### config.mk
export PLATFORM = sky130hd
export DESIGN_NAME = sdr_bus_width_conv_flat
export DESIGN_NICKNAME = d
export VERILOG_FILES = /design/src/rtl/sdr_bus_width_conv_if.sv /design/src/rtl/sdr_bus_width_conv.sv /design/src/flat_wrapper.sv
export SDC_FILE = /design/constraint.sdc
export NUM_CORES = 1
export LEC_CHECK = 0
export BUFFER_PORTS_ARGS = -buffer_cell sky130_fd_sc_hd__buf_2
export CAP_MARGIN = 25
export CORE_ASPECT_RATIO = 0.75
export CORE_MARGIN = 5
export CORE_UTILIZATION = 49
export CTS_CLUSTER_DIAMETER = 200
export DETAILED_ROUTE_END_ITERATION = 10
export PLACE_DENSITY_LB_ADDON = 0.2
export REMOVE_ABC_BUFFERS = 1
export SLEW_MARGIN = 20
export SYNTH_ARGS = -nofsm -noshare
export SYNTH_HDL_FRONTEND = slang
export SYNTH_SLANG_ARGS = --single-unit
### constraint.sdc
create_clock -name clk -period 5.1 [get_ports clk]
set_clock_uncertainty 0.2 [all_clocks]
set_input_delay 0.765 -clock clk [delete_from_list [all_inputs] [get_ports clk]]
set_output_delay 0.765 -clock clk [all_outputs]
set_load 0.05 [all_outputs]
### src/rtl/sdr_bus_width_conv_if.sv
`default_nettype none
// +----------------------------------------------------------------------------+
// | Module : sdr_bus_width_conv_if                                             |
// | Brief  : application / transfer-controller bus bundle for the width conv.  |
// | Rev    : 1.0                                                               |
// +----------------------------------------------------------------------------+
interface sdr_bus_width_conv_if;
  logic [1:0]  sdr_width;
  logic [31:0] app_wr_data;
  logic        app_wr_next;
  logic [31:0] app_rd_data;
  logic        app_rd_valid;
  logic        x2a_wrstart;
  logic        x2a_wrnext;
  logic        x2a_wrlast;
  logic [31:0] a2x_wrdt;
  logic        x2a_rdstart;
  logic        x2a_rdok;
  logic        x2a_rdlast;
  logic [31:0] x2a_rddt;
  logic [1:0]  wr_xfr_count;
  logic [1:0]  rd_xfr_count;

  modport master (
    output sdr_width, app_wr_data, x2a_wrstart, x2a_wrnext, x2a_wrlast,
           x2a_rdstart, x2a_rdok, x2a_rdlast, x2a_rddt,
    input  app_wr_next, app_rd_data, app_rd_valid, a2x_wrdt,
           wr_xfr_count, rd_xfr_count
  );

  modport slave (
    input  sdr_width, app_wr_data, x2a_wrstart, x2a_wrnext, x2a_wrlast,
           x2a_rdstart, x2a_rdok, x2a_rdlast, x2a_rddt,
    output app_wr_next, app_rd_data, app_rd_valid, a2x_wrdt,
           wr_xfr_count, rd_xfr_count
  );
endinterface
`default_nettype wire

### src/rtl/sdr_bus_width_conv.sv
`default_nettype none
// +----------------------------------------------------------------------------+
// | Module : sdr_bus_width_conv                                                |
// | Brief  : splits 32-bit app words into 32/16/8-bit SDRAM beats and back.    |
// | Rev    : 1.0                                                               |
// +----------------------------------------------------------------------------+
module sdr_bus_width_conv (
  input  logic                  clk,
  input  logic                  reset,
  sdr_bus_width_conv_if.slave   bus
);

  logic [1:0]  w_last_idx;
  logic [1:0]  r_wr_cnt;
  logic [1:0]  r_rd_cnt;
  logic [31:0] r_saved;
  logic [31:0] r_rd_data;
  logic        r_rd_valid;
  logic [31:0] w_wrdt;
  logic [31:0] w_merged;
  logic        w_rd_done;

  always_comb begin
    case (bus.sdr_width)
      2'b00:   w_last_idx = 2'd0;
      2'b01:   w_last_idx = 2'd1;
      default: w_last_idx = 2'd3;
    endcase
  end

  // Out-of-range counts only arise from an unsupported mid-burst width change.
  always_ff @(posedge clk) begin
    if (reset) begin
      r_wr_cnt <= 2'd0;
    end else if (bus.x2a_wrstart) begin
      r_wr_cnt <= 2'd0;
    end else if (bus.x2a_wrnext) begin
      if (bus.x2a_wrlast || (r_wr_cnt >= w_last_idx))
        r_wr_cnt <= 2'd0;
      else
        r_wr_cnt <= r_wr_cnt + 2'd1;
    end else if (r_wr_cnt > w_last_idx) begin
      r_wr_cnt <= 2'd0;
    end
  end

  always_comb begin
    w_wrdt = 32'h0;
    case (bus.sdr_width)
      2'b00: w_wrdt = bus.app_wr_data;
      2'b01: w_wrdt = {16'h0, r_wr_cnt[0] ? bus.app_wr_data[31:16] : bus.app_wr_data[15:0]};
      default: begin
        case (r_wr_cnt)
          2'd0:    w_wrdt = {24'h0, bus.app_wr_data[7:0]};
          2'd1:    w_wrdt = {24'h0, bus.app_wr_data[15:8]};
          2'd2:    w_wrdt = {24'h0, bus.app_wr_data[23:16]};
          default: w_wrdt = {24'h0, bus.app_wr_data[31:24]};
        endcase
      end
    endcase
  end

  always_comb begin
    w_merged = r_saved;
    case (bus.sdr_width)
      2'b00: w_merged = bus.x2a_rddt;
      2'b01: begin
        if (r_rd_cnt[0]) w_merged[31:16] = bus.x2a_rddt[15:0];
        else             w_merged[15:0]  = bus.x2a_rddt[15:0];
      end
      default: begin
        case (r_rd_cnt)
          2'd0:    w_merged[7:0]   = bus.x2a_rddt[7:0];
          2'd1:    w_merged[15:8]  = bus.x2a_rddt[7:0];
          2'd2:    w_merged[23:16] = bus.x2a_rddt[7:0];
          default: w_merged[31:24] = bus.x2a_rddt[7:0];
        endcase
      end
    endcase
  end

  assign w_rd_done = bus.x2a_rdok && ((r_rd_cnt == w_last_idx) || bus.x2a_rdlast);

  // A start strobe abandons any partial word, so a beat in the same cycle is dropped.
  always_ff @(posedge clk) begin
    if (reset) begin
      r_rd_cnt   <= 2'd0;
      r_saved    <= 32'h0;
      r_rd_data  <= 32'h0;
      r_rd_valid <= 1'b0;
    end else begin
      r_rd_valid <= 1'b0;
      if (bus.x2a_rdstart) begin
        r_rd_cnt <= 2'd0;
        r_saved  <= 32'h0;
      end else if (bus.x2a_rdok) begin
        if (w_rd_done) begin
          r_rd_cnt   <= 2'd0;
          r_saved    <= 32'h0;
          r_rd_data  <= w_merged;
          r_rd_valid <= 1'b1;
        end else begin
          r_rd_cnt <= r_rd_cnt + 2'd1;
          r_saved  <= w_merged;
        end
      end else if (r_rd_cnt > w_last_idx) begin
        r_rd_cnt <= 2'd0;
      end
    end
  end

  assign bus.a2x_wrdt     = w_wrdt;
  assign bus.app_wr_next  = bus.x2a_wrnext && ((r_wr_cnt == w_last_idx) || bus.x2a_wrlast);
  assign bus.app_rd_data  = r_rd_data;
  assign bus.app_rd_valid = r_rd_valid;
  assign bus.wr_xfr_count = r_wr_cnt;
  assign bus.rd_xfr_count = r_rd_cnt;

endmodule
`default_nettype wire

### src/flat_wrapper.sv
// flat-port wrapper written by rule: the top's interface ports become plain ports
module sdr_bus_width_conv_flat 
  (clk, reset, bus_sdr_width, bus_app_wr_data, bus_x2a_wrstart, bus_x2a_wrnext, bus_x2a_wrlast, bus_x2a_rdstart, bus_x2a_rdok, bus_x2a_rdlast, bus_x2a_rddt, bus_app_wr_next, bus_app_rd_data, bus_app_rd_valid, bus_a2x_wrdt, bus_wr_xfr_count, bus_rd_xfr_count);
  sdr_bus_width_conv_if bus_i ();
  input  logic clk;
  input  logic reset;
  input wire logic [$bits(bus_i.sdr_width)-1:0] bus_sdr_width;
  input wire logic [$bits(bus_i.app_wr_data)-1:0] bus_app_wr_data;
  input wire logic [$bits(bus_i.x2a_wrstart)-1:0] bus_x2a_wrstart;
  input wire logic [$bits(bus_i.x2a_wrnext)-1:0] bus_x2a_wrnext;
  input wire logic [$bits(bus_i.x2a_wrlast)-1:0] bus_x2a_wrlast;
  input wire logic [$bits(bus_i.x2a_rdstart)-1:0] bus_x2a_rdstart;
  input wire logic [$bits(bus_i.x2a_rdok)-1:0] bus_x2a_rdok;
  input wire logic [$bits(bus_i.x2a_rdlast)-1:0] bus_x2a_rdlast;
  input wire logic [$bits(bus_i.x2a_rddt)-1:0] bus_x2a_rddt;
  output wire logic [$bits(bus_i.app_wr_next)-1:0] bus_app_wr_next;
  output wire logic [$bits(bus_i.app_rd_data)-1:0] bus_app_rd_data;
  output wire logic [$bits(bus_i.app_rd_valid)-1:0] bus_app_rd_valid;
  output wire logic [$bits(bus_i.a2x_wrdt)-1:0] bus_a2x_wrdt;
  output wire logic [$bits(bus_i.wr_xfr_count)-1:0] bus_wr_xfr_count;
  output wire logic [$bits(bus_i.rd_xfr_count)-1:0] bus_rd_xfr_count;
  assign bus_i.sdr_width = bus_sdr_width;
  assign bus_i.app_wr_data = bus_app_wr_data;
  assign bus_i.x2a_wrstart = bus_x2a_wrstart;
  assign bus_i.x2a_wrnext = bus_x2a_wrnext;
  assign bus_i.x2a_wrlast = bus_x2a_wrlast;
  assign bus_i.x2a_rdstart = bus_x2a_rdstart;
  assign bus_i.x2a_rdok = bus_x2a_rdok;
  assign bus_i.x2a_rdlast = bus_x2a_rdlast;
  assign bus_i.x2a_rddt = bus_x2a_rddt;
  assign bus_app_wr_next = bus_i.app_wr_next;
  assign bus_app_rd_data = bus_i.app_rd_data;
  assign bus_app_rd_valid = bus_i.app_rd_valid;
  assign bus_a2x_wrdt = bus_i.a2x_wrdt;
  assign bus_wr_xfr_count = bus_i.wr_xfr_count;
  assign bus_rd_xfr_count = bus_i.rd_xfr_count;
  sdr_bus_width_conv u_core (.clk(clk), .reset(reset), .bus(bus_i));
endmodule
# Word-level counts from Yosys, hierarchy flattened

Index checks and enable logic that the tools add are counted.
Widths: inputs -> output; s select.

Flip-flop bits (word level): 69
Input bits: 74
Output and inout bits: 70

Add/subtract/negate cells: 2
Order comparisons: 3
Eq/ne operators: 7
Muxes and demuxes: 19
Bitwise logic cells: 2
Reduce and logical (&&, ||, !) cells: 15

Operators with widths:

| cell                | number |
|---|---|
| $pmux 32 s2         | 2 |
| $mux 16             | 3 |
| $mux 32             | 1 |
| $mux 8              | 4 |
| $pmux 8 s3          | 1 |
| $mux 2              | 6 |
| $eq 2x1->1 const B  | 3 |
| $logic_not 2->1     | 3 |
| $reduce_or 3->1     | 2 |
| $add 2x1->2 const B | 2 |
| $eq 2x2->1          | 2 |
| $eq 2x2->1 const B  | 2 |
| $gt 2x2->1          | 2 |
| $pmux 2 s2          | 1 |
| $reduce_bool 2->1   | 2 |
| $reduce_or 2->1     | 2 |
| $logic_or 1x1->1    | 3 |
| $reduce_and 3->1    | 1 |
| $ge 2x2->1          | 1 |
| $logic_and 1x1->1   | 2 |
| $not 1->1           | 2 |
| $mux 1              | 1 |

# Depth between registers and ports, before layout

Depth after elaboration: 7
Gate-level depth with buffers: 12

# Least setup slack after synthesis

Ideal clock, no wire load.

Path type: in2out
Start: input port bus_sdr_width[1]
End: output port bus_app_wr_next
Arrival time: 2.635 ns
Required time: 4.135 ns
Slack: 1.500 ns
Stages on the path: 8
Cell sequence: buf_4 nor2_1 clkbuf_1 clkbuf_1 inv_1 ha_1 a21oi_1 nor2b_1

Cells in the longest elaborated chain, start to end: 5
Elaborated cells on any way between the ends: 6

Ends and longest elaborated chain:

| element                                       | RTL line                  | text |
|---|---|---|
| from (decl)                                   | flat_wrapper.sv:7         | `input wire logic [$bits(bus_i.sdr_width)-1:0] bus_sdr_width;` |
| $eq 2x1->1 or $logic_not 2->1 (tied branches) | sdr_bus_width_conv.sv:24  | `case (bus.sdr_width)` |
| $pmux 2 s2 (*)                                | sdr_bus_width_conv.sv:24  |  |
| $eq 2x2->1 (*)                                | sdr_bus_width_conv.sv:113 | `assign bus.app_wr_next = bus.x2a_wrnext && ((r_wr_cnt == w_last_idx) \|\| bus.x2a_wrlast);` |
| $logic_or 1x1->1 (*)                          | sdr_bus_width_conv.sv:113 |  |
| $logic_and 1x1->1 (*)                         | sdr_bus_width_conv.sv:113 |  |
| to (decl)                                     | flat_wrapper.sv:16        | `output wire logic [$bits(bus_i.app_wr_next)-1:0] bus_app_wr_next;` |

Mark *: on every way between the ends. The rest lies on a longest branch, timed or not.

# Worst setup path in the final report

Start: input port bus_sdr_width[1]
End: output port bus_a2x_wrdt[2]

Cells in the longest elaborated chain, start to end: 2
Elaborated cells on any way between the ends: 3

Ends and longest elaborated chain:

| element                                       | RTL line                 | text |
|---|---|---|
| $eq 2x1->1 or $logic_not 2->1 (tied branches) | sdr_bus_width_conv.sv:49 | `case (bus.sdr_width)` |
| $pmux 32 s2 (*)                               | sdr_bus_width_conv.sv:49 |  |
| to (decl)                                     | flat_wrapper.sv:19       | `output wire logic [$bits(bus_i.a2x_wrdt)-1:0] bus_a2x_wrdt;` |

Marked as above.

==> results.ini <==
[sta]
fin_crit_sh=0.727
final_max_slew_viol_count=0
setup_total_negative_slack_ns=0
number_of_endpoints_with_negative_hold_slack_in_the_final_report=0
grt_setup_unrepaired=no
worst_pin_slew_ns=0.988
maxSlewHeadroom=0.341
fmax_mhz=270
final.min_clock_period_ns=3.71
final-setup-viol-count=0

[synthesis]
synth.distinct_cells=52
synth.cell_area_sq_um=4090
synth-seq-area-share=0.338
synth-edff-count=0
ys.flop_type=sky130_fd_sc_hd__dfxtp_1
postSynth.asyncResetShare=0
number_of_instances_in_the_synthesized_netlist=496
ys.warnings.count=0
avgSynthCellArea_sq_um=8.25
yosys_register_bits=69

[worst_setup_path]
worst-endpoint-arrival_ns=2.74
rr_worst_depth=7
setup.worst_path.start_class=input port
worst-endpoint-required_ns=4.14
cp_slowest_stage_delay_ns=0.82
critPathMaxFanout=48
crit_chain=buf_2 -> buf_4 -> a21oi_1 -> a31o_1 -> a222oi_1 -> inv_1 -> buf_2
setup.worst_path.end_class=output pin
cp_slowest_cell=sky130_fd_sc_hd__a21oi_1
worstSetupPathType=input port to output pin
critical-path-top-cell-by-count=sky130_fd_sc_hd__buf_2

[cts]
cts_tree=done
tritoncts_num_sinks=69
clock_tree.root_cell=sky130_fd_sc_hd__clkbuf_8
postCtsSetupRepairBufs=0
clock_insertion_delay_worst_skew_ns=0.35
cts.path.max_buffers=2
cts_repair_resize_count=0
number_of_h_tree_branching_levels=3
cts_hold_buffers=0
cts_inserted_buffers=9
clk_pin_slew_ns=0.08

[layout]
n_antenna_cell=0
layout.cells.most_common=sky130_fd_sc_hd__buf_2
nNetsFinal=701
finalCoreUtilization=0.619
final_cell_area_sq_um=4970
layout-area-overhead-vs-synth_pct=21.4
fin_cells=722
drive_above_1_share=0.300
mostFrequentLayoutCells=143 x sky130_fd_sc_hd__buf_2, 69 x sky130_fd_sc_hd__dfxtp_1, 40 x sky130_fd_sc_hd__nand2_1, 37 x sky130_fd_sc_hd__nor2_1, 27 x sky130_fd_sc_hd__a21oi_1

[floorplan]
num_rows=28
floorplan.core_area_sq_um=8020
effective_utilization_at_floorplan=0.510
full_die_area_sq_um=10300
floorplan.die.height_um=89.1
x_dimension_of_the_die_um=116
boundaryPins=144

[global_route]
grt_overflow_total=0
grt_pass1_vias=4150
first_pass_grt_wire_length_um=21200
track_usage=0.261
pin_count_of_the_biggest_net_entering_global_routing=49
grt_antenna_before_repair=0

[placement]
place_area_sq_um=4790
place.gp.congestion=0.936
hpwlAfterDp_um=9520
io_buffers=143
dp_cells=709

[power]
p_seq_frac=0.436
ir_worst_vdd_mv=0.245
comb_power_share=0.254
intPower_mw=0.860
p_clk_frac=0.310
leakagePower_nw=2.20
power_per_cell_area_nw_per_um2=262
power.switching_mw=0.443
switching_share=0.340
post-layout-total-power_mw=1.30

[worst_hold_path]
hold_path_class=register to register
hold_depth=2

[route]
via_per_inst=6.03
antenna_nets_post_route=0
first_iter_violations=399
detail_route.wirelength_um=13300
drc=0
tritonroute_pass_1_iters=6
dr_total_vias=4355
detail_route.wl_per_cell_um=18.4

[outcome]
status=finished, final reports clean

[run]
max_capacitance_violation_total=0

## layer usage
metal	GRT usage	wire length, um	part of all wire	up-vias
li1	-	-	-	2090
met1	0.363	5950	0.45	2078
met2	0.420	6240	0.47	170
met3	0.0507	925	0.070	17
met4	0.0629	167	0.013	0
met5	0	0	0	-
## synthesized netlist by cell type (12+ instances only)
| master | instances | area [sq um] |
|---|---|---|
| sky130_fd_sc_hd__dfxtp_1 | 69 | 1380 |
| sky130_fd_sc_hd__nor3_1 | 23 | 115 |
| sky130_fd_sc_hd__nand2b_1 | 14 | 87.6 |
| sky130_fd_sc_hd__nand2_1 | 40 | 150 |
| sky130_fd_sc_hd__ha_1 | 12 | 150 |
| sky130_fd_sc_hd__and2_1 | 19 | 119 |
| sky130_fd_sc_hd__inv_1 | 13 | 48.8 |
| sky130_fd_sc_hd__a211oi_1 | 24 | 180 |
| sky130_fd_sc_hd__buf_2 | 15 | 75.1 |
| sky130_fd_sc_hd__a21oi_1 | 27 | 135 |
| sky130_fd_sc_hd__nand3_1 | 23 | 115 |
| sky130_fd_sc_hd__clkbuf_1 | 20 | 75.1 |
| sky130_fd_sc_hd__and3_1 | 13 | 81.3 |
| sky130_fd_sc_hd__nor2_1 | 38 | 143 |
| sky130_fd_sc_hd__a32o_1 | 21 | 210 |
## logic make-up after synthesis
logic type,after synthesis,synth area share
compound gates,162,0.311
fa+ha+maj,12,0.0367
buf+inv,55,0.0618
flops,69,0.338
mux,5,0.0122
simple gates,193,0.240
## cell type report
cell class,count,area [sq um]
Multi-Input combinational cell,372,2460
Clock inverter,1,7.51
Timing Repair Buffer,148,766
Fill cell,762,3060
Tap cell,105,131
Inverter,15,56.3
Clock buffer,12,165
Sequential cell,69,1380
## flip-flops by register name, summed over array words and instances (netlist names)
name and cells:
u_core.bus.app_rd_data 32, u_core.bus.app_rd_valid 1, u_core.bus.rd_xfr_count 2, u_core.bus.wr_xfr_count 2, u_core.r_saved 32
## worst paths after layout
| check | endpoint | slack, ns | from |
|---|---|---|---|
| hold / removal | u_core.r_saved[17] | 0.27 | u_core.r_saved[17] |
| setup reg to reg | u_core.bus.app_rd_data[27] | 2.16 | u_core.bus.rd_xfr_count[0] |
| setup / recovery | bus_a2x_wrdt[2] | 1.39 | bus_sdr_width[1] |
| hold reg to reg | u_core.r_saved[17] | 0.27 | u_core.r_saved[17] |
## power groups by stage
stage / Sequential, mW / Combinational, mW / Clock, mW
floorplan: 0.632 / 0.159 / 0
global placement: 0.580 / 0.323 / 0
detailed placement: 0.580 / 0.328 / 0
CTS: 0.568 / 0.329 / 0.412
global route: 0.570 / 0.354 / 0.438
finish: 0.568 / 0.331 / 0.404
## per-stage QoR
step	hold WS, ns	setup WS [ns]
4_1_cts	0.265	1.29
5_1_grt	0.285	1.29
3_3_place_gp	0.244	1.35
3_5_place_dp	0.249	1.19
2_1_floorplan	0.237	1.66
6_report	0.266	1.39
## critical path, delay by kind of cell
family,cells,cell delay (ns)
AOI/OAI and AO/OA,3,1.25
buffers and inverters,4,0.73
Power figures use the tool's default switching activity.
